===== src/rtl/ref_base_fetcher.sv =====
// Reference base fetcher: reads 32-bit words from memory port A and streams 2-bit bases MSB-first.
// Latency: first base_valid 3 cycles after start; then one base per cycle with prefetch, no bubbles.
// Backpressure: outputs hold while base_valid && !base_ready; shift register advances only on handshake.
// Optional feature macro: REF_COMPLEMENT_EN adds a 'complement' input that inverts every emitted base.
module ref_base_fetcher #(
  parameter int ADDR_WIDTH = 32,
  parameter int DATA_WIDTH = 32,
  parameter int BASE_WIDTH = 2,
  parameter int LEN_WIDTH  = 16
) (
  input  logic                  clk,
  input  logic                  rst_n,
  input  logic                  start,
  input  logic [ADDR_WIDTH-1:0] start_addr,
  input  logic [LEN_WIDTH-1:0]  base_count,
`ifdef REF_COMPLEMENT_EN
  input  logic                  complement,
`endif
  output logic                  busy,
  output logic                  done,
  output logic [ADDR_WIDTH-1:0] mem_addr,
  input  logic [DATA_WIDTH-1:0] mem_rdata,
  output logic [BASE_WIDTH-1:0] base_out,
  output logic                  base_valid,
  input  logic                  base_ready,
  output logic                  base_last
);

  localparam int BPW  = DATA_WIDTH / BASE_WIDTH;
  localparam int IDXW = $clog2(BPW + 1);

  typedef enum logic [2:0] {S_IDLE, S_ISSUE, S_CAPTURE, S_STREAM, S_DONE} state_t;

  state_t                r_state;
  state_t                w_next;
  logic [ADDR_WIDTH-1:0] r_addr;
  logic [DATA_WIDTH-1:0] r_shift;
  logic [DATA_WIDTH-1:0] r_pf_buf;
  logic                  r_pf_full;
  logic                  r_pf_issued;
  logic                  r_valid;
  logic [IDXW-1:0]       r_idx;        // bases left in the shift register, including the presented one
  logic [LEN_WIDTH-1:0]  r_remain;     // bases left in the job, including the presented one
  logic [LEN_WIDTH-1:0]  r_words_left; // words not yet fetched beyond those already captured
  logic                  w_hs;
  logic                  w_last_hs;
  logic                  w_pf_issue;

  assign w_hs       = r_valid && base_ready;
  assign w_last_hs  = w_hs && (r_remain == LEN_WIDTH'(1));
  // The address register already points at the next word, so issuing is just flagging it.
  assign w_pf_issue = (r_state == S_STREAM) && (r_words_left != '0) && !r_pf_full && !r_pf_issued;

  assign mem_addr   = r_addr;
  assign base_valid = r_valid;
  assign base_last  = r_valid && (r_remain == LEN_WIDTH'(1));

`ifdef REF_COMPLEMENT_EN
  logic r_comp;

  // Complement selection is fixed for the whole job, captured with the start pulse.
  always_ff @(posedge clk or negedge rst_n) begin
    if (!rst_n) begin
      r_comp <= 1'b0;
    end else if (r_state == S_IDLE && start) begin
      r_comp <= complement;
    end
  end

  assign base_out = r_shift[DATA_WIDTH-1 -: BASE_WIDTH] ^ {BASE_WIDTH{r_comp}};
`else
  assign base_out = r_shift[DATA_WIDTH-1 -: BASE_WIDTH];
`endif

  // FSM state register.
  always_ff @(posedge clk or negedge rst_n) begin
    if (!rst_n) begin
      r_state <= S_IDLE;
    end else begin
      r_state <= w_next;
    end
  end

  // Next-state decode plus busy/done status outputs.
  always_comb begin
    w_next = r_state;
    busy   = 1'b0;
    done   = 1'b0;
    case (r_state)
      S_IDLE: begin
        if (start) begin
          w_next = (base_count == '0) ? S_DONE : S_ISSUE;
        end
      end
      S_ISSUE: begin
        busy   = 1'b1;
        w_next = S_CAPTURE;
      end
      S_CAPTURE: begin
        busy   = 1'b1;
        w_next = S_STREAM;
      end
      S_STREAM: begin
        busy = 1'b1;
        if (w_last_hs) begin
          w_next = S_DONE;
        end
      end
      S_DONE: begin
        done   = 1'b1;
        w_next = S_IDLE;
      end
      default: w_next = S_IDLE;
    endcase
  end

  // Datapath: address generation, shift register, prefetch buffer and job counters.
  always_ff @(posedge clk or negedge rst_n) begin
    if (!rst_n) begin
      r_addr       <= '0;
      r_shift      <= '0;
      r_pf_buf     <= '0;
      r_pf_full    <= 1'b0;
      r_pf_issued  <= 1'b0;
      r_valid      <= 1'b0;
      r_idx        <= '0;
      r_remain     <= '0;
      r_words_left <= '0;
    end else begin
      case (r_state)
        S_IDLE: begin
          if (start && base_count != '0) begin
            r_addr       <= start_addr & ~ADDR_WIDTH'(3);
            r_remain     <= base_count;
            r_words_left <= LEN_WIDTH'((base_count - 1'b1) / BPW);
            r_pf_full    <= 1'b0;
            r_pf_issued  <= 1'b0;
          end
        end
        S_CAPTURE: begin
          r_shift <= mem_rdata;
          r_valid <= 1'b1;
          r_idx   <= IDXW'(BPW);
          r_addr  <= r_addr + ADDR_WIDTH'(4);
        end
        S_STREAM: begin
          if (w_pf_issue) begin
            r_pf_issued <= 1'b1;
          end
          // Read data for the issued address arrives one cycle later.
          if (r_pf_issued) begin
            r_pf_buf     <= mem_rdata;
            r_pf_full    <= 1'b1;
            r_pf_issued  <= 1'b0;
            r_addr       <= r_addr + ADDR_WIDTH'(4);
            r_words_left <= r_words_left - 1'b1;
          end
          if (w_hs) begin
            r_remain <= r_remain - 1'b1;
            if (r_remain == LEN_WIDTH'(1)) begin
              r_valid <= 1'b0;
            end else if (r_idx == IDXW'(1)) begin
              // Word exhausted: swap in the prefetched word, or stall until it lands.
              if (r_pf_full) begin
                r_shift   <= r_pf_buf;
                r_idx     <= IDXW'(BPW);
                r_pf_full <= 1'b0;
              end else begin
                r_valid <= 1'b0;
              end
            end else begin
              r_shift <= r_shift << BASE_WIDTH;
              r_idx   <= r_idx - 1'b1;
            end
          end else if (!r_valid && r_pf_full) begin
            r_shift   <= r_pf_buf;
            r_idx     <= IDXW'(BPW);
            r_pf_full <= 1'b0;
            r_valid   <= 1'b1;
          end
        end
        default: ;
      endcase
    end
  end

endmodule


===== config.mk =====
export PLATFORM = sky130hd
export DESIGN_NAME = ref_base_fetcher
export DESIGN_NICKNAME = d
export VERILOG_FILES = /design/src/rtl/ref_base_fetcher.sv
export SDC_FILE = /design/constraint.sdc
export NUM_CORES = 1
export LEC_CHECK = 0
export ABC_AREA = 1
export ABC_CLOCK_PERIOD_IN_PS = 2700
export CORE_MARGIN = 3
export CORE_UTILIZATION = 50
export DETAILED_ROUTE_END_ITERATION = 7
export GPL_ROUTABILITY_DRIVEN = 0
export PLACE_DENSITY = 0.77
export SYNTH_ARGS = -nofsm -noshare
export SYNTH_HDL_FRONTEND = slang
export SYNTH_SLANG_ARGS = --single-unit

===== constraint.sdc =====
create_clock -name clk -period 2.7 [get_ports clk]
set_input_delay 0.54 -clock clk [delete_from_list [all_inputs] [get_ports clk]]
set_output_delay 0.54 -clock clk [all_outputs]
set_load 0.02 [all_outputs]

==> results.md <==
* Outcome: complete, no violations
* Final worst-path cycle share at 94.2%
* Mean Syn Cell Area at 6.51 um2
* DRT antenna net count at 0
* Final TNS setup at 0 ns
* Clk Latency, worst-skew pair at 0.43 ns
* RSZ-0062 raised after global routing: no
* Total CTS buffers at 17
* Post-CTS Setup Inserts at 0
* Top_reg_cell synth: dfrtp_1
* Worst Hold Class: in -> async
* Required @ worst endpoint at about 2.2 ns
* Worst setup margin at between 0.15 and 0.2 ns
* Routed via count at 8,805
* Rows at 47
* Worst-path clk slew at 0.06 ns
* Initial antenna violation count at 0
* CTS tree: done
* Fillers at ~1,600
* Area Overhead vs Synth at 22.8%
* Clk buf depth at 2
* Area of the multi-input gates at 0.00447 mm2
* Fmax at 393 MHz
* # resized after CTS at 1
* Largest family of logic cells by synthesized area: simple AND/OR/NAND/NOR gates
* Worst setup SP type: flip-flop
* XOR/XNOR Fraction of Synth Area at 2.02%
* Core ar. at about 0.017 mm2
* Largest fanout on the critical path at 3
* Worst slew pin tran at 0.690 ns
* Total gr overflow at 0
* Area share of fa/ha/maj cells after synthesis at 0.864%
* # IOs at between 100 and 150
* Place WS at around 0.051 ns
* Peak supply drop at 0.827 mV
* Vias per cell at about 5.3
* Lkg Pwr at 5.29 nW
* # port buffers at 117
* Cell Pwr Density at 1230 mW/mm2
* Post-synthesis sequential area ratio at between 30 and 40%
* DRC viols at 0
* Worst slew margin at a little over half
* Final Slew Violations at 0
* Post-DR wirelength/cell at 13.9 um
* Multiplexer share of the synthesized area at 0%
* Fraction of registers with async set or reset after synthesis at 100%
* Pin count of the biggest net entering global routing at 70
* CTS Sinks at 137
* Critical Path AT at 2.00 ns
* Post-synthesis compound-gate area fraction at about an eighth
* Global-route wire length before repair at 38,800 um
* Worst Setup End Kind: primary output
* Synth Area in Simple Gates at between 30% and 40%
* Total die area at about 0.019 mm2
* Post-DP HPWL at 15,700 um
* Min Tclk post-route at 2.54 ns
* Layout cells sized above 1 at under 10%
* Post-synth EDFFs at 0
* Register area at 0.00343 mm2
* NumNets Final at around 1,500
* Root Buffer: clkbuf_16
* Vias in the first global route at 8,155
* Die Span Y at 138 um
* Ys Warns at 0
* Post-synth cell types at 37
* Worst Setup Path Type: reg -> out
* Antenna Cells at 0
* Pre-antenna DRT Iters at 6
* Post-Syn Area at 0.00869 mm2
* Effective utilization at floorplan at 51.7%
* GRT Total Usage at 25.4%
* Final setup vio count at 0
* Die X at 138 um
* Worst Skew at 0.00653 ns
* Final Hold Violating Endpoints at 0
* Mapped Cells at ~1,300
* Starting DRT DRC Count at approximately 740
* Post-Route WL at 23,200 um
* Max-cap violations at 0
* H-tree depth at 4
* Yosys reg bits at 137
* Hold buffers post-CTS at 0
[worst max-delay path: stages (launching register included)]
cell,delay [ns]
dfrtp_1,0.38
inv_1,0.10
ha_1,0.17
inv_1,0.05
nor3_1,0.18
nand4_1,0.14
nor2_1,0.20
dlygate4sd2_1,0.36
[path summary, 6_finish.rpt]
| path | from | end | slack [ns] | cells past startpoint |
|---|---|---|---|---|
| min in group clk | r_pf_buf[8] | r_pf_buf[8] | 0.48 | 2 |
| hold reg to reg | r_pf_buf[8] | r_pf_buf[8] | 0.48 | 2 |
| setup reg to reg | r_state[2] | r_shift[29] | 0.54 | 9 |
| max in group asynchronous | rst_n | r_remain[10] | 1.90 | 2 |
| setup / recovery | r_remain[1] | base_last | 0.16 | 7 |
| hold / removal | rst_n | r_words_left[5] | 0.12 | 1 |
[synthesized netlist by cell type (5+ instances only)]
cell type,instances,area [um2]
o211ai_1,6,45.0
buf_2,23,115
xnor2_1,9,78.8
buf_1,5,18.8
nand4_1,5,31.3
buf_4,11,82.6
a21oi_1,44,220
nand3_1,93,465
dfrtp_1,137,3430
clkbuf_1,17,63.8
o21ai_0,150,751
nor3_1,5,25.0
xor2_1,11,96.3
ha_1,6,75.1
inv_1,129,484
nand2_1,511,1920
nor2_1,136,510
[where the power goes]
group          switching, mW  total [mW]  internal [mW]
logic                   4.36        6.78           2.42
registers              0.934        4.01           3.08
clock network          0.913        2.35           1.43
total                   6.20        13.1           6.93
[placed cells by master, fill, tap and decap left out, drive strengths merged, types with 3 or more instances in the layout]
| cell | instances |
|---|---|
| nor2 | 140 |
| or2 | 4 |
| dfrtp | 137 |
| a21oi | 47 |
| nor3 | 5 |
| inv | 133 |
| buf | 24 |
| nand2 | 517 |
| xor2 | 11 |
| clkbuf | 22 |
| nand4 | 5 |
| clkdlybuf4s50 | 115 |
| clkinv | 5 |
| ha | 6 |
| o21ai | 153 |
| xnor2 | 9 |
| o211ai | 6 |
| clkinvlp | 3 |
| nand3 | 94 |
[area by class of cell]
cell class	instances	share of cell area (%)
clock buffers	22	4.45
clock inverters	10	1.11
inverters	133	4.70
multi-input cells	1009	41.9
flip-flops and latches	137	32.1
well taps	220	2.58
repair buffers	140	13.1
[sequential cells by signal, summed over array words and instances, names as in the netlist]
name          count
r_shift          32
r_pf_full         1
r_pf_issued       1
r_words_left     16
base_valid        1
r_remain         16
r_state           3
r_pf_buf         32
r_idx             5
mem_addr         30
[per-layer routing]
layer / share of wire, % / track usage, %
met1: 44 / 35.1
met2: 47 / 40.2
met3: 6.2 / 4.57
met4: 2.4 / 8.95
met5: 0 / 0
[stage by stage]
stage	hold WS (ns)	std cells	instance area, um2	power [mW]	utilization (%)
after global routing	0.173	1671	10700	14.3	63.4
after global placement	0.465	1639	10100	10.5	59.9
after floorplan	0.244	1336	8690	8.75	-
after CTS	0.144	1671	10700	13.1	63.4
after detailed placement	0.473	1639	10100	10.7	59.9
final	0.124	1671	10700	13.1	63.4
[kinds of logic after synthesis]
family,Yosys count
and+or+nand+nor,768
xor gates and xnor gates,20
buffers and inverters,190
adders and majority gates,6
AOI/OAI and AO/OA,213
DFF,137
other,1
(Power assumes the default switching activity.)
